===== config.mk =====
export PLATFORM = sky130hd
export DESIGN_NAME = hog_det_collector
export DESIGN_NICKNAME = d
export VERILOG_FILES = /design/src/rtl/hog_det_collector.sv
export SDC_FILE = /design/constraint.sdc
export NUM_CORES = 1
export LEC_CHECK = 0
export BUFFER_PORTS_ARGS = -buffer_cell sky130_fd_sc_hd__buf_2
export CAP_MARGIN = 15
export CORE_UTILIZATION = 40
export CTS_CLUSTER_DIAMETER = 200
export DETAILED_ROUTE_END_ITERATION = 10
export PLACE_DENSITY = 0.54
export SYNTH_ARGS = -nofsm -noshare
export SYNTH_HDL_FRONTEND = slang
export SYNTH_SLANG_ARGS = --single-unit

===== constraint.sdc =====
create_clock -name clk -period 6.9 [get_ports clk]
set_input_delay 0.69 -clock clk [delete_from_list [all_inputs] [get_ports clk]]
set_output_delay 0.69 -clock clk [all_outputs]
set_load 0.03 [all_outputs]

===== src/rtl/hog_det_collector.sv =====
// Collects qualifying SVM detections into a FWFT FIFO and reports per-frame counts.
// Define HOG_DET_NMS_EN to insert the run-based NMS candidate stage ahead of the FIFO.
module hog_det_collector #(
  parameter int FEA_W = 12,
  parameter int SW_W  = 11,
  parameter int N_SW  = 1200,
  parameter int DEPTH = 16
) (
  input  logic                      clk,
  input  logic                      rst,
  input  logic                      i_valid,
  input  logic                      is_person,
  input  logic [FEA_W-1:0]          result,
  input  logic [SW_W-1:0]           sw_id,
  input  logic [FEA_W-1:0]          thr,
  input  logic                      rd_en,
  output logic [SW_W+FEA_W-1:0]     o_data,
  output logic                      o_empty,
  output logic                      o_full,
  output logic [$clog2(DEPTH):0]    o_count,
  output logic                      ovf,
  output logic                      frame_done,
  output logic [SW_W:0]             n_det,
  output logic                      o_nms_state
);

  localparam int AW = $clog2(DEPTH);
  localparam int DW = SW_W + FEA_W;
  localparam logic [SW_W:0]   CNT_MAX = '1;
  localparam logic [SW_W-1:0] LAST_ID = SW_W'(N_SW - 1);

  logic          w_qual;
  logic          w_last;
  logic          w_wr_req;
  logic [DW-1:0] w_wr_data;
  logic          r_flush;

  assign w_qual = i_valid && is_person && ($signed(result) >= $signed(thr));
  assign w_last = i_valid && (sw_id == LAST_ID);

`ifdef HOG_DET_NMS_EN
  typedef enum logic {S_IDLE, S_HOLD} nms_state_t;

  nms_state_t              r_state;
  logic [SW_W-1:0]         r_cand_id;
  logic [SW_W-1:0]         r_last_id;
  logic signed [FEA_W-1:0] r_cand_score;
  logic                    w_consec;

  assign w_consec    = (sw_id == r_last_id + SW_W'(1));
  assign o_nms_state = (r_state == S_HOLD);

  // The held candidate leaves on whatever ends its run: a gap, a non-qualifying valid, or FLUSH.
  always_comb begin
    w_wr_req  = 1'b0;
    w_wr_data = {r_cand_id, r_cand_score};
    if (r_state == S_HOLD) begin
      if (r_flush)
        w_wr_req = 1'b1;
      else if (i_valid && (!w_qual || !w_consec))
        w_wr_req = 1'b1;
    end
  end

  always_ff @(posedge clk or negedge rst) begin
    if (!rst) begin
      r_state      <= S_IDLE;
      r_cand_id    <= '0;
      r_last_id    <= '0;
      r_cand_score <= '0;
    end else begin
      case (r_state)
        S_IDLE: begin
          if (w_qual) begin
            r_state      <= S_HOLD;
            r_cand_id    <= sw_id;
            r_last_id    <= sw_id;
            r_cand_score <= $signed(result);
          end
        end
        S_HOLD: begin
          if (r_flush) begin
            r_state <= S_IDLE;
          end else if (w_qual) begin
            r_last_id <= sw_id;
            if (!w_consec || ($signed(result) > r_cand_score)) begin
              r_cand_id    <= sw_id;
              r_cand_score <= $signed(result);
            end
          end else if (i_valid) begin
            r_state <= S_IDLE;
          end
        end
        default: r_state <= S_IDLE;
      endcase
    end
  end
`else
  assign w_wr_req    = w_qual;
  assign w_wr_data   = {sw_id, result};
  assign o_nms_state = 1'b0;
`endif

  // Host side: o_data is valid whenever !o_empty; rd_en pops the head, rd_en while empty is ignored.
  logic [DW-1:0] r_mem [DEPTH];
  logic [AW:0]   r_wptr;
  logic [AW:0]   r_rptr;
  logic          w_empty;
  logic          w_full;
  logic          w_push;
  logic          w_pop;

  assign w_empty = (r_wptr == r_rptr);
  assign w_full  = (r_wptr[AW] != r_rptr[AW]) && (r_wptr[AW-1:0] == r_rptr[AW-1:0]);
  assign w_pop   = rd_en && !w_empty;
  assign w_push  = w_wr_req && (!w_full || rd_en);

  assign o_empty = w_empty;
  assign o_full  = w_full;
  assign o_count = r_wptr - r_rptr;
  assign o_data  = w_empty ? '0 : r_mem[r_rptr[AW-1:0]];

  always_ff @(posedge clk) begin
    if (w_push) r_mem[r_wptr[AW-1:0]] <= w_wr_data;
  end

  always_ff @(posedge clk or negedge rst) begin
    if (!rst) begin
      r_wptr <= '0;
      r_rptr <= '0;
    end else begin
      if (w_push) r_wptr <= r_wptr + (AW+1)'(1);
      if (w_pop)  r_rptr <= r_rptr + (AW+1)'(1);
    end
  end

  // Counter includes dropped writes and any candidate written during FLUSH itself.
  logic [SW_W:0] r_cnt;
  logic [SW_W:0] w_cnt_next;

  assign w_cnt_next = (w_wr_req && (r_cnt != CNT_MAX)) ? r_cnt + (SW_W+1)'(1) : r_cnt;
  assign frame_done = r_flush;

  always_ff @(posedge clk or negedge rst) begin
    if (!rst) begin
      r_flush <= 1'b0;
      r_cnt   <= '0;
      n_det   <= '0;
      ovf     <= 1'b0;
    end else begin
      r_flush <= w_last;
      if (r_flush) begin
        n_det <= w_cnt_next;
        r_cnt <= '0;
        ovf   <= 1'b0;
      end else begin
        r_cnt <= w_cnt_next;
        if (w_wr_req && w_full && !rd_en) ovf <= 1'b1;
      end
    end
  end

endmodule


# Word-level counts from Yosys, hierarchy flattened
# Memory sizes are Yosys's and may differ from the RTL's.
# Index checks and enable logic that the tools add are counted.
# Widths: inputs -> output; s select.
# classes
reduce_logical,14
n_mux,7
addsub,4
order_cmp,1
eq_ne,5
# op_table
cell,count
$mux 12,2
$mux 23,1
$add 12x1->12 const B,1
$ge 12x12->1,1
$ne 12x12->1 const B,1
$eq 11x11->1 const B,1
$add 5x1->5 const B,2
$logic_and 1x1->1,9
$eq 5x5->1,1
$sub 5x5->5,1
$eq 4x4->1,1
$mux 1,4
$logic_not 1->1,3
$reduce_bool 2->1,1
$logic_or 1x1->1,1
$ne 1x1->1,1
# word_totals
reg_bits,36
mem_bits_rw,368
output_inout_bits,45
inputBits,40
n_memories,1
wordCells,38
# mem_list
name,words,width,rd,rd_clocked_by_memory_dff,wr,line_no,rtl
r_mem,16,23,1,0,1,105,logic [DW-1:0] r_mem [DEPTH];

# Logic depth before layout (Yosys ltp)
# depth
ltp_word,7
depth_mapped,12
mapped_depth_nobuf,8

# Worst setup path after synthesis
# Ideal clock, no wire load.
# synth_path
kind,register to register
start,register r_rptr[1]
end,"memory r_mem[0][0] (netlist name), enable pin"
path_buffers,4
stages_incl_launch_ff,12
arrival_time_ns,4.644
setup_slack_ns,1.794
t_required_ns,6.438
synth_period_minus_slack_ns,5.106
setup_ns,0.462
path_cell_list,dfrtp_1 clkbuf_1 buf_1 buf_1 inv_1 ha_1 nand4_1 or3_1 o311ai_0 a21oi_1 clkbuf_1 nor4bb_1
# synth_via
elab_chain_len,7
# synth_rtl
item,line_no,rtl
start: declaration,107,logic [AW:0] r_rptr;
start signal: assignment,133,if (w_pop) r_rptr <= r_rptr + (AW+1)'(1);
$eq 4x4->1,114,assign w_full = (r_wptr[AW] != r_rptr[AW]) && (r_wptr[AW-1:0] == r_rptr[AW-1:0]);
$logic_and 1x1->1,114,
$logic_not 1->1,116,assign w_push = w_wr_req && (!w_full || rd_en);
$logic_or 1x1->1,116,
$logic_and 1x1->1,116,
$mux 1,124,if (w_push) r_mem[r_wptr[AW-1:0]] <= w_wr_data;
$mux 1 (not written as such),124,
end: declaration,105,
# Every way passes these cells.

# Worst setup path in the final report
# layout_path
start,register r_rptr[0]
end,output o_data[0]
# layout_via
elab_chain_len,2
word_cells_on_any_way,3
cone_classes,eq/ne: 1; mux: 1; memory: 1
# layout_rtl
item,line_no,rtl
$mem_v2 16x23 or $eq 5x5->1 (tied branches),--,
$mux 23 *,121,assign o_data = w_empty ? '0 : r_mem[r_rptr[AW-1:0]];
end: declaration,17,"output logic [SW_W+FEA_W-1:0] o_data,"
# Mark *: on every way between the ends. The rest lies on a longest branch, timed or not.

==> summary.txt <==
Outcome
  • Status: finished clean

Floorplanning
  • Initial Utilization: 0.4081
  • Die Y-Extent: 204.0 um
  • Core area: 0.04001 sq mm
  • I/O pin total: 85
  • Die Wd: 204.0 um
  • Die ar.: 0.04163 sq mm
  • Row count: 73

Cells and area
  • Area Growth Syn to Fin: 15.75%
  • Layout cells sized above 1: 0.3273
  • Non-filler instance count after layout: 1,457
  • NumNets Final: 958
  • Antenna Cells: 0

Logic synthesis
  • Synth top cells by count: edfxtp_1, mux4_2, dfrtp_1
  • Post-synth top flop: edfxtp_1
  • Largest cells by area after synthesis: edfxtp_1, mux4_2, dfrtp_1
  • Yosys reg bits: 404
  • Synth Instances: 791
  • Avg Synthesized Cell Area: 20.64 sq um
  • Post-synth EDFFs: 368
  • Async set-reset flop share out of synthesis: 0.08911
  • Net Count, Synth: 854
  • Yosys top cell by area: edfxtp_1
  • Share of Yosys cell area claimed by the top area cell type: 0.6768
  • Library cells used by synthesis: 50
  • Most numerous cell in the Yosys netlist: edfxtp_1
  • Synth warn: 0
  • Syn Std Cell Area: 0.01633 sq mm
  • Register area share after synthesis: 0.7320

Power and ir drop
  • Logic pwr share: 0.305
  • Leak: 6.269 nW
  • Sw power: 2.484 mW
  • Max rail drop VDD: 0.4110 mV
  • Clock power frac: 0.306
  • Switching Share: 0.3204
  • Pint: 5.270 mW
  • Sequential share of power: 0.389
  • PwrDens: 410.3 mW/mm^2

Route
  • Average wire per standard cell: 25.00 um
  • Vias/cell: 5.479
  • 1st-iter DRT viols: 640
  • DRC errors left: 0
  • Antenna-violating nets left: 0
  • Final wirelength: 36.43 mm
  • Drt pass-1 iters: 4
  • DR vias: 7,983

Timing
  • FMAX: 0.2315 GHz
  • Final setup vio count: 0
  • Slew Limit Headroom: 0.3413
  • Worst Hold Slack: 0.2309 ns
  • Worst-Margin Slew: 0.9880 ns
  • Pins Over Slew Limit: 0
  • Setup Skew: 0.01394 ns
  • Setup TNS: 0 ns
  • RSZ-0062 raised after global routing: no
  • Final worst path period need: 4.320 ns
  • Fin. Hold Viols: 0
  • Fin crit share: 0.6260

Critical path
  • Worst EP arrival: 3.63 ns
  • CP Max Fanout: 38
  • Worst endpoint required time: 6.21 ns
  • Worst R2R Start: r_rptr[1]
  • Reg2Reg Setup Slack: 2.78 ns
  • Crit Path Category: flip-flop to output port
  • Worst setup SP type: flip-flop
  • R2r worst-path depth: 9
  • Reg2reg end: r_mem[3][19]
  • Crit end category: output port

Place
  • Gp weighted congestion: 0.7121
  • Port bufs: 83
  • HPWL after DPL: 19.75 mm
  • Cells after DPL: 1,372

Job
  • Number of max-cap violations: 0

Clocking
  • Worst-case clock buffer depth: 3
  • # Post-CTS Setup Buffers: 0
  • Hold-fix buffers, CTS: 0
  • Worst skew pair latency: 0.57 ns
  • CTS buffer count: 45
  • CTS-repair resized insts: 0
  • CTS tree: yes
  • Root buf cell: clkbuf_16
  • Clock Sinks: 404
  • Clk pin slew, worst setup/hold paths: 0.06 ns
  • CTS H-tree depth: 2

Global route
  • Overflow after GRT: 0
  • Antenna violations before repair: 1
  • Total Routing Usage GR: 0.1819
  • First-pass GRT wire length: 54.38 mm
  • Largest net degree at the start of global routing: 63
  • Vias in the first global route: 8,269

Worst hold path
  • Worst min-delay path class: input port to async pin
## kinds of logic (layout without fill, tap and decap cells)
group	after synthesis	count (layout)	synth area share
flip-flops	404	404	0.7320
multiplexers	116	116	0.1593
AND/OR/NAND/NOR	109	109	0.04238
buffers and inverters	67	208	0.01625
AO/OA/AOI/OAI	57	57	0.02422
adder cells (fa/ha/maj)	23	23	0.01809
XOR/XNOR	14	14	0.007510
other	1	1	0.0002297
## cell type report
type	count	area (sq um)
clock buffers	54	1160
flip-flops and latches	404	11960
fillers	3344	21110
clock inverters	30	310.3
well taps	525	656.9
repair buffers	97	520.5
multi-input cells	320	4190
inverters	27	101.3
## worst max-delay path: stages (launching register included)
cell and delay, ns:
dfrtp_4 0.77, buf_4 0.71, mux4_2 0.60, mux4_2 0.49, nor2b_1 0.20, buf_2 0.25
## cells in the final DEF, fill, tap and decap left out, types with 4 or more instances in the layout
cell and count:
clkinv_2 9, nor2b_1 23, bufinv_16 5, nand4_1 8, nand3_1 9, inv_1 26, buf_2 83, o31ai_1 6
dfrtp_1 34, and4_1 4, nor3_1 4, edfxtp_1 368, clkinv_1 7, clkbuf_16 45, clkbuf_1 9, and4b_2 8
ha_1 22, mux4_2 115, nor2_1 20, or4_1 4, xnor2_1 12, buf_4 13, a21oi_1 17, a31oi_1 11
nand2_1 8, o21ai_0 6, nor4bb_4 4
## worst max path at each step
stage,startpoint,end,slack [ns],cells after the start
floorplan,r_rptr[1],r_mem[0][0],1.79,11
global placement,r_rptr[1],r_mem[3][20],2.69,9
detailed placement,r_rptr[1],r_mem[3][19],2.68,9
CTS,r_rptr[0],o_data[0],2.46,5
global route,r_rptr[0],o_data[0],2.32,5
finish,r_rptr[0],o_data[0],2.58,5
## per-stage QoR
stage          area (sq um)  worst slack [ns]  utilization  power [mW]
6_report              18900             2.580       0.4724       7.753
5_1_grt               18900             2.317       0.4724       8.104
4_1_cts               18890             2.457       0.4722       7.861
3_5_place_dp          17420             2.678       0.4354       5.473
3_3_place_gp          17420             2.692       0.4354       5.473
2_1_floorplan         16330             1.794            -       4.765
## power groups by stage
stage	combinational (mW)	sequential, mW	clock (mW)
3_3_place_gp	2.40	3.07	0
5_1_grt	2.54	3.04	2.52
6_report	2.36	3.02	2.38
2_1_floorplan	1.86	2.91	0
4_1_cts	2.41	3.02	2.43
3_5_place_dp	2.40	3.07	0
## metal layers
metal  up-vias  global-route usage  routed length, um  share of wire
met5         -                   0                 17        0.00047
met2       173              0.2804              17100           0.47
met3        50             0.03492               1769          0.049
li1       3512                   -                  -              -
met4         2             0.04984                693          0.019
met1      4246              0.2650              16850           0.46
## registers in the layout (all words and copies together) (netlist names)
signal,count
r_rptr,5
r_mem,368
frame_done,1
r_wptr,5
n_det,12
ovf,1
r_cnt,12
Note: power is estimated with default switching activity, not from simulation.
